**src/rtl/keypad_scanner_if.sv**
```systemverilog
// Key-event handshake between the keypad scanner (master) and its consumer (slave).
// CW must match the scanner's key-code width, $clog2(ROWS*COLS).
interface keypad_scanner_if #(
   parameter int CW = 4
);
   logic          key_valid;
   logic          key_ready;
   logic [CW-1:0] key_code;
   logic          key_release;

   modport master (output key_valid, output key_code, output key_release, input key_ready);
   modport slave  (input key_valid, input key_code, input key_release, output key_ready);
endinterface

```
**src/rtl/keypad_scanner.sv**
```systemverilog
// Matrix keypad scanner: column strobing, per-key debounce and a key-event FIFO.
// Define KEYPAD_RELEASE_EVT_EN to also queue release events (key_release = 1).
module keypad_scanner #(
   parameter int ROWS       = 4,
   parameter int COLS       = 4,
   parameter int SCAN_DIV   = 1000,
   parameter int DEBOUNCE   = 3,
   parameter int FIFO_DEPTH = 4,
   localparam int CW        = $clog2(ROWS*COLS)
) (
   input  logic                   clk,
   input  logic                   rst,
   input  logic [ROWS-1:0]        rows_in,
   output logic [COLS-1:0]        cols_out,
   keypad_scanner_if.master       evt,
   output logic [ROWS*COLS-1:0]   key_down,
   output logic                   overflow
);
   localparam int NK  = ROWS*COLS;
   localparam int DVW = $clog2(SCAN_DIV);
   localparam int CLW = $clog2(COLS);
   localparam int RW  = $clog2(ROWS);
   localparam int AW  = $clog2(FIFO_DEPTH);
`ifdef KEYPAD_RELEASE_EVT_EN
   localparam bit REL_EN = 1'b1;
   localparam int DW     = CW + 1;
`else
   localparam bit REL_EN = 1'b0;
   localparam int DW     = CW;
`endif

   logic [ROWS-1:0] rows_meta_reg, rows_sync_reg;
   logic            run_reg;
   logic [DVW-1:0]  div_reg;
   logic [CLW-1:0]  col_reg;
   logic [COLS-1:0] cols_reg;
   logic            sample;

   always_ff @(posedge clk) begin
      if (rst) begin
         rows_meta_reg <= '0;
         rows_sync_reg <= '0;
      end else begin
         rows_meta_reg <= rows_in;
         rows_sync_reg <= rows_meta_reg;
      end
   end

   assign sample = run_reg && (div_reg == DVW'(SCAN_DIV-1));

   // run_reg delays the first strobe by one cycle so the divider starts at 0 with col 0 driven.
   always_ff @(posedge clk) begin
      if (rst) begin
         run_reg  <= 1'b0;
         div_reg  <= '0;
         col_reg  <= '0;
         cols_reg <= '0;
      end else if (!run_reg) begin
         run_reg  <= 1'b1;
         cols_reg <= COLS'(1);
      end else if (sample) begin
         div_reg  <= '0;
         col_reg  <= (col_reg == CLW'(COLS-1)) ? '0 : col_reg + 1'b1;
         cols_reg <= {cols_reg[COLS-2:0], cols_reg[COLS-1]};
      end else begin
         div_reg  <= div_reg + 1'b1;
      end
   end

   assign cols_out = cols_reg;

   logic [NK-1:0] evt_key;

   genvar gi;
   generate
      for (gi = 0; gi < NK; gi++) begin : g_key
         localparam int KC = gi / ROWS;
         localparam int KR = gi % ROWS;
         logic [3:0] cnt_reg;
         logic       down_reg;
         logic       hit, smp, flip;

         assign hit  = sample && (col_reg == CLW'(KC));
         assign smp  = rows_sync_reg[KR];
         assign flip = hit && (smp != down_reg) && (cnt_reg == 4'(DEBOUNCE-1));
         assign evt_key[gi]  = flip && (REL_EN || !down_reg);
         assign key_down[gi] = down_reg;

         always_ff @(posedge clk) begin
            if (rst) begin
               cnt_reg  <= '0;
               down_reg <= 1'b0;
            end else if (hit) begin
               if (smp == down_reg) begin
                  cnt_reg <= '0;
               end else if (flip) begin
                  cnt_reg  <= '0;
                  down_reg <= ~down_reg;
               end else begin
                  cnt_reg <= cnt_reg + 1'b1;
               end
            end
         end
      end
   endgenerate

   logic [ROWS-1:0] pend_reg, pend_set, pick;
   logic [CLW-1:0]  pend_col_reg;
   logic [RW-1:0]   pick_row;
   logic            push;
   logic [CW-1:0]   push_code;
   logic [DW-1:0]   push_data;

   always_comb begin
      pend_set = '0;
      for (int c = 0; c < COLS; c++)
         for (int r = 0; r < ROWS; r++)
            pend_set[r] = pend_set[r] | evt_key[c*ROWS+r];
   end

   always_comb begin
      pick     = '0;
      pick_row = '0;
      for (int r = ROWS-1; r >= 0; r--) begin
         if (pend_reg[r]) begin
            pick     = ROWS'(1) << r;
            pick_row = RW'(r);
         end
      end
   end

   assign push      = |pend_reg;
   assign push_code = CW'(pend_col_reg) * CW'(ROWS) + CW'(pick_row);

   always_ff @(posedge clk) begin
      if (rst) begin
         pend_reg     <= '0;
         pend_col_reg <= '0;
      end else begin
         pend_reg <= (pend_reg & ~pick) | pend_set;
         if (sample)
            pend_col_reg <= col_reg;
      end
   end

`ifdef KEYPAD_RELEASE_EVT_EN
   logic [ROWS-1:0] pend_rel_reg, rel_set;

   // A flipping key that is currently down is being released.
   always_comb begin
      rel_set = '0;
      for (int c = 0; c < COLS; c++)
         for (int r = 0; r < ROWS; r++)
            rel_set[r] = rel_set[r] | (evt_key[c*ROWS+r] & key_down[c*ROWS+r]);
   end

   always_ff @(posedge clk) begin
      if (rst)
         pend_rel_reg <= '0;
      else if (sample)
         pend_rel_reg <= rel_set;
   end

   assign push_data = {pend_rel_reg[pick_row], push_code};
`else
   assign push_data = push_code;
`endif

   logic [DW-1:0] mem [FIFO_DEPTH];
   logic [AW:0]   wr_reg, rd_reg, count;
   logic          full, valid, pop, accept, overflow_reg;
   logic [DW-1:0] head;

   assign count  = wr_reg - rd_reg;
   assign full   = (count == (AW+1)'(FIFO_DEPTH));
   assign valid  = (count != '0);
   assign pop    = valid && evt.key_ready;
   assign accept = push && (!full || pop);

   always_ff @(posedge clk) begin
      if (accept)
         mem[wr_reg[AW-1:0]] <= push_data;
   end

   always_ff @(posedge clk) begin
      if (rst) begin
         wr_reg       <= '0;
         rd_reg       <= '0;
         overflow_reg <= 1'b0;
      end else begin
         if (accept)
            wr_reg <= wr_reg + 1'b1;
         if (pop)
            rd_reg <= rd_reg + 1'b1;
         overflow_reg <= push && full && !pop;
      end
   end

   assign head          = mem[rd_reg[AW-1:0]];
   assign evt.key_valid = valid;
   assign evt.key_code  = valid ? head[CW-1:0] : '0;
`ifdef KEYPAD_RELEASE_EVT_EN
   assign evt.key_release = valid && head[CW];
`else
   assign evt.key_release = 1'b0;
`endif
   assign overflow = overflow_reg;
endmodule

```
**src/flat_wrapper.sv**
```systemverilog
// flat-port wrapper written by rule: the top's interface ports become plain ports
module keypad_scanner_flat 
#(
   parameter int ROWS       = 4,
   parameter int COLS       = 4,
   parameter int SCAN_DIV   = 1000,
   parameter int DEBOUNCE   = 3,
   parameter int FIFO_DEPTH = 4,
   localparam int CW        = $clog2(ROWS*COLS)
)
  (clk, rst, rows_in, cols_out, key_down, overflow, evt_key_valid, evt_key_code, evt_key_release, evt_key_ready);
  keypad_scanner_if #(.CW(CW)) evt_i ();
  input  logic clk;
  input  logic rst;
  input  logic [ROWS-1:0] rows_in;
  output logic [COLS-1:0] cols_out;
  output logic [ROWS*COLS-1:0] key_down;
  output logic overflow;
  output wire logic [$bits(evt_i.key_valid)-1:0] evt_key_valid;
  output wire logic [$bits(evt_i.key_code)-1:0] evt_key_code;
  output wire logic [$bits(evt_i.key_release)-1:0] evt_key_release;
  input wire logic [$bits(evt_i.key_ready)-1:0] evt_key_ready;
  assign evt_key_valid = evt_i.key_valid;
  assign evt_key_code = evt_i.key_code;
  assign evt_key_release = evt_i.key_release;
  assign evt_i.key_ready = evt_key_ready;
  keypad_scanner #(.ROWS(ROWS), .COLS(COLS), .SCAN_DIV(SCAN_DIV), .DEBOUNCE(DEBOUNCE), .FIFO_DEPTH(FIFO_DEPTH)) u_core (.clk(clk), .rst(rst), .rows_in(rows_in), .cols_out(cols_out), .evt(evt_i), .key_down(key_down), .overflow(overflow));
endmodule
```
**config.mk**
```make
export PLATFORM = sky130hd
export DESIGN_NAME = keypad_scanner_flat
export DESIGN_NICKNAME = d
export VERILOG_FILES = /design/src/rtl/keypad_scanner_if.sv /design/src/rtl/keypad_scanner.sv /design/src/flat_wrapper.sv
export SDC_FILE = /design/constraint.sdc
export NUM_CORES = 1
export LEC_CHECK = 0
export CAP_MARGIN = 5
export CORE_MARGIN = 3
export CORE_UTILIZATION = 40
export CTS_BUF_LIST = sky130_fd_sc_hd__clkbuf_2 sky130_fd_sc_hd__clkbuf_4 sky130_fd_sc_hd__clkbuf_8
export DETAILED_ROUTE_END_ITERATION = 16
export PLACE_DENSITY = 0.53
export SYNTH_ARGS = -nofsm -noshare
export SYNTH_HDL_FRONTEND = slang
export SYNTH_SLANG_ARGS = --single-unit
```
**constraint.sdc**
```tcl
create_clock -name clk -period 5.9 [get_ports clk]
set_input_delay 1.18 -clock clk [delete_from_list [all_inputs] [get_ports clk]]
set_output_delay 1.18 -clock clk [all_outputs]
set_load 0.02 [all_outputs]
```
==> metrics.log <==
INFO  metric run_status = complete, no violations
INFO  metric crit_path_start = u_core.wr_reg[0]
INFO  metric multi_input_area = between 3000 and 4000 um^2
INFO  metric area_growth_syn_to_layout = 9.21%
INFO  metric boundaryPins = 34
INFO  metric synth_warnings = 0
INFO  metric share_comb_of_total_power = under 10%
INFO  metric worst-r2r-cell-count = 5
INFO  metric synthesis.nets = 829
INFO  metric proportion_of_synthesized_chip_area_in_sequential_cells = between 40% and 50%
INFO  metric final_layout_size_suffix_gt1_share = 6.59%
INFO  metric globalplace.congestion = a little under 0.8
INFO  metric ctsLongestPathBuffers = 2
INFO  metric largest_register_ffs = 64
INFO  metric synth_largest_type_area_fraction = between 30% and 40%
INFO  metric seqCellArea = around 2900 um^2
INFO  metric tightestPinTransition = 0.903 ns
INFO  metric route.vias.total = 5270
INFO  metric clock-root-buffer = sky130_fd_sc_hd__clkbuf_8
INFO  metric initial_utilization = between 40% and 50%
INFO  metric port_buffers = 32
INFO  metric clk_latency = 0.44 ns
INFO  metric max-vdd-ir-drop = between 0.00015 and 0.0002 V
INFO  metric static-leakage-power = around 0.0026 uW
INFO  metric rsz0062_at_grt = no
INFO  metric achievable-frequency = 0.275 GHz
INFO  metric post_cts_resize_count = 0
INFO  metric dpl.hpwl = between 9 and 10 mm
INFO  metric worst_hold_path.num_cells = 1
INFO  metric yosys_most_used_dff = sky130_fd_sc_hd__dfxtp_1
INFO  metric p_total = between 1500 and 2000 uW
INFO  metric critical_path.endpoint_type = output port
INFO  metric grt_pass1_wl = between 20 and 25 mm
INFO  metric final_core_utilization = 44.8%
INFO  metric final_max_slew_viol_count = 0
INFO  metric power.share.switching = 24.1%
INFO  metric critical_path.reg2reg.startpoint = u_core.div_reg[0]
INFO  metric postRouteWirelength = roughly 14 mm
INFO  metric power_density = about 230 nW/um^2
INFO  metric die_y = ~140 um
INFO  metric synth_instances = between 700 and 800
INFO  metric finish.net_count = between 800 and 900
INFO  metric seq_power_share = a little over half
INFO  metric timing.max_cap.violations = 0
INFO  metric startpoint_type = flip-flop
INFO  metric grt_antenna_before_repair = 0
INFO  metric avgRoutedWirePerCell = roughly 14 um
INFO  metric clkPwrFrac = 39.7%
INFO  metric cellInternalPower = approximately 1300 uW
INFO  metric die-width = about 140 um
INFO  metric fillerInstances = 1657
INFO  metric worstReg2RegEnd = u_core.pend_reg[3]
INFO  metric synth_area_leader_cell = sky130_fd_sc_hd__dfxtp_1
INFO  metric final.period_utilization = about three fifths
INFO  metric arrival = 2.46 ns
INFO  metric postCtsSetupRepairBufs = 0
INFO  metric via_count_of_the_first_global_routing_pass = just under 5000
INFO  metric synth.cell_area = just under 7000 um^2
INFO  metric clock_sinks = 136
INFO  metric skew = 0.0161 ns
INFO  metric finalSetupViolCount = 0
INFO  metric async_flop_share = 0%
INFO  metric dr.first_iter.drc_count = 250
INFO  metric cts_tree = yes
INFO  metric final-hold-violation-count = 0
INFO  metric worst-setup-path-type = reg2out
INFO  metric core_area = about 17000 um^2
INFO  metric hold_path_class = reg2reg
INFO  metric vias_per_cell = roughly 5.2
INFO  metric slew-limit-headroom = around two fifths
INFO  metric crit_fanout = 5
INFO  metric htree_num_levels = 4
INFO  metric hold_path_start = u_core.rows_meta_reg[3]
INFO  metric switchingPower = ~420 uW
INFO  metric ys_ff_latch = about 140
INFO  metric biggest_area_contributors_in_the_synthesized_netlist = sky130_fd_sc_hd__dfxtp_1 35%, sky130_fd_sc_hd__ha_1 8.0%, sky130_fd_sc_hd__edfxtp_1 7.0%, sky130_fd_sc_hd__a21oi_1 6.6%, sky130_fd_sc_hd__nor2_1 4.2%
INFO  metric drt_pre_antenna_iters = 4
INFO  metric std_cell_rows = 47
INFO  metric cts.clk_slew.worst_paths = 0.08 ns
INFO  metric reg2reg_slack = approximately 3.2 ns
INFO  metric grt_max_degree = 84
INFO  metric route.antenna.remaining_nets = 0
INFO  metric critical_path_required = around 4.7 ns
INFO  metric final.setup.tns = 0 ns
INFO  metric holdPathEnd = u_core.rows_sync_reg[3]
INFO  metric route.detailed.drc = 0
INFO  metric grt_util_overall = 15.8%
INFO  metric yosys.cell_types.count = between 40 and 50
INFO  metric floorplan.die_area = 18700 um^2
INFO  metric insertedDiodeCount = 0
INFO  metric syn_avg_cell_area = 8.81 um^2
INFO  metric synth_enable_flop_cells = 16
INFO  metric cts.hold.buffers_added = 0
INFO  metric cts-buffers-inserted = 17
INFO  metric layout_min_cycle_time = 3.64 ns
INFO  metric grt_remaining_overflow = 0
-- cells in the mapped netlist, types with 2 or more instances --
master / number
sky130_fd_sc_hd__clkbuf_1: 20
sky130_fd_sc_hd__a21oi_1: 90
sky130_fd_sc_hd__nand4b_1: 7
sky130_fd_sc_hd__or4_1: 29
sky130_fd_sc_hd__or3b_2: 5
sky130_fd_sc_hd__inv_1: 40
sky130_fd_sc_hd__mux2i_1: 3
sky130_fd_sc_hd__o21ai_0: 41
sky130_fd_sc_hd__nand2_1: 43
sky130_fd_sc_hd__or2_2: 5
sky130_fd_sc_hd__mux4_2: 4
sky130_fd_sc_hd__dfxtp_1: 120
sky130_fd_sc_hd__xor2_1: 9
sky130_fd_sc_hd__nor3_1: 26
sky130_fd_sc_hd__and2_1: 8
sky130_fd_sc_hd__nor2b_1: 26
sky130_fd_sc_hd__nor3b_1: 6
sky130_fd_sc_hd__nand4_4: 4
sky130_fd_sc_hd__nand3_1: 32
sky130_fd_sc_hd__and4_1: 3
sky130_fd_sc_hd__a31oi_1: 9
sky130_fd_sc_hd__buf_6: 6
sky130_fd_sc_hd__nor4_1: 18
sky130_fd_sc_hd__edfxtp_1: 16
sky130_fd_sc_hd__nand4_1: 5
sky130_fd_sc_hd__xnor2_1: 21
sky130_fd_sc_hd__ha_1: 44
sky130_fd_sc_hd__buf_2: 10
sky130_fd_sc_hd__or3_1: 5
sky130_fd_sc_hd__and3_1: 4
sky130_fd_sc_hd__o31ai_1: 2
sky130_fd_sc_hd__buf_4: 18
sky130_fd_sc_hd__a41oi_1: 3
sky130_fd_sc_hd__nor2_1: 76
sky130_fd_sc_hd__nand2b_1: 11
-- metrics by stage --
stage	hold slack [ns]	setup slack [ns]	area (um^2)	std cells
after floorplan	0.414	3.24	6850	778
after global placement	0.437	2.77	7120	977
after detailed placement	0.435	2.70	7120	977
after CTS	0.461	2.21	7480	1009
after global routing	0.466	2.02	7480	1009
final	0.455	2.26	7480	1009
-- power by group through the flow --
stage / sequential (uW) / combinational, uW / clock (uW)
2_1_floorplan: 969 / 75.7 / 0
3_3_place_gp: 975 / 105 / 0
3_5_place_dp: 976 / 106 / 0
4_1_cts: 954 / 107 / 724
5_1_grt: 955 / 118 / 764
6_report: 954 / 105 / 697
-- critical path, stage by stage, from the launching register on --
cell and delay [ns]:
sky130_fd_sc_hd__dfxtp_1 0.39, sky130_fd_sc_hd__inv_1 0.10, sky130_fd_sc_hd__ha_1 0.18, sky130_fd_sc_hd__nor2b_1 0.13
sky130_fd_sc_hd__xnor2_1 0.30, sky130_fd_sc_hd__nor2_1 0.17, sky130_fd_sc_hd__nor2b_1 0.13, sky130_fd_sc_hd__clkdlybuf4s50_1 0.61
-- worst max-delay path by stage --
stage                                 end  slack (ns)
after floorplan           evt_key_code[0]        3.24
after global placement    evt_key_code[0]        2.77
after detailed placement  evt_key_code[0]        2.70
after CTS                 evt_key_code[0]        2.21
after global routing      evt_key_code[0]        2.02
final                     evt_key_code[0]        2.26
-- cell families (layout without fill, tap and decap cells) --
family / count (synthesis) / in the layout / synth area share (%)
simple gates: 317 / 317 / 25.8
compound gates: 149 / 149 / 11.5
flops: 136 / 136 / 42.1
buf+inv: 94 / 105 / 6.98
fa+ha+maj: 44 / 44 / 8.04
xor+xnor: 30 / 30 / 3.84
mux: 7 / 7 / 1.75
other cells: 1 / 1 / 0.0547
-- layout make-up --
type	instances	share of cell area [%]
clock buffer	24	4.16
clock inverter	8	0.619
inverter	40	2.01
multi-input combinational	548	46.6
sequential	136	38.5
tap	220	3.68
timing repair buffer	33	4.35
-- metal layers --
metal	vias up	part of all wire [%]	global-route usage, %
met5	-	0	0
met2	54	47	26.3
li1	2715	-	-
met3	9	3.1	4.15
met1	2492	49	20.2
met4	0	1.3	4.88
-- cell usage in the layout (no fill, tap or decap), types with 2 or more instances in the layout --
cell type                           n
sky130_fd_sc_hd__inv_1             40
sky130_fd_sc_hd__nor2b_1           26
sky130_fd_sc_hd__buf_4              2
sky130_fd_sc_hd__nand4_4            4
sky130_fd_sc_hd__or2_2              5
sky130_fd_sc_hd__or3_1              5
sky130_fd_sc_hd__nor3_1            26
sky130_fd_sc_hd__mux2i_1            3
sky130_fd_sc_hd__dfxtp_1          120
sky130_fd_sc_hd__clkinv_2           5
sky130_fd_sc_hd__a41oi_1            3
sky130_fd_sc_hd__nor2_1            76
sky130_fd_sc_hd__a21oi_1           90
sky130_fd_sc_hd__a31oi_1            9
sky130_fd_sc_hd__o31ai_1            2
sky130_fd_sc_hd__clkdlybuf4s50_1   31
sky130_fd_sc_hd__nand2b_1          11
sky130_fd_sc_hd__clkinvlp_4         2
sky130_fd_sc_hd__nand3_1           32
sky130_fd_sc_hd__and4_1             3
sky130_fd_sc_hd__clkbuf_4           3
sky130_fd_sc_hd__and2_1             8
sky130_fd_sc_hd__ha_1              44
sky130_fd_sc_hd__edfxtp_1          16
sky130_fd_sc_hd__nor4_1            18
sky130_fd_sc_hd__nor3b_1            6
sky130_fd_sc_hd__mux4_2             4
sky130_fd_sc_hd__and3_1             4
sky130_fd_sc_hd__or4_1             29
sky130_fd_sc_hd__or3b_2             5
sky130_fd_sc_hd__xnor2_1           21
sky130_fd_sc_hd__nand4b_1           7
sky130_fd_sc_hd__o21ai_0           41
sky130_fd_sc_hd__clkbuf_8          21
sky130_fd_sc_hd__nand4_1            5
sky130_fd_sc_hd__xor2_1             9
sky130_fd_sc_hd__nand2_1           43
Power figures use the tool's default switching activity.
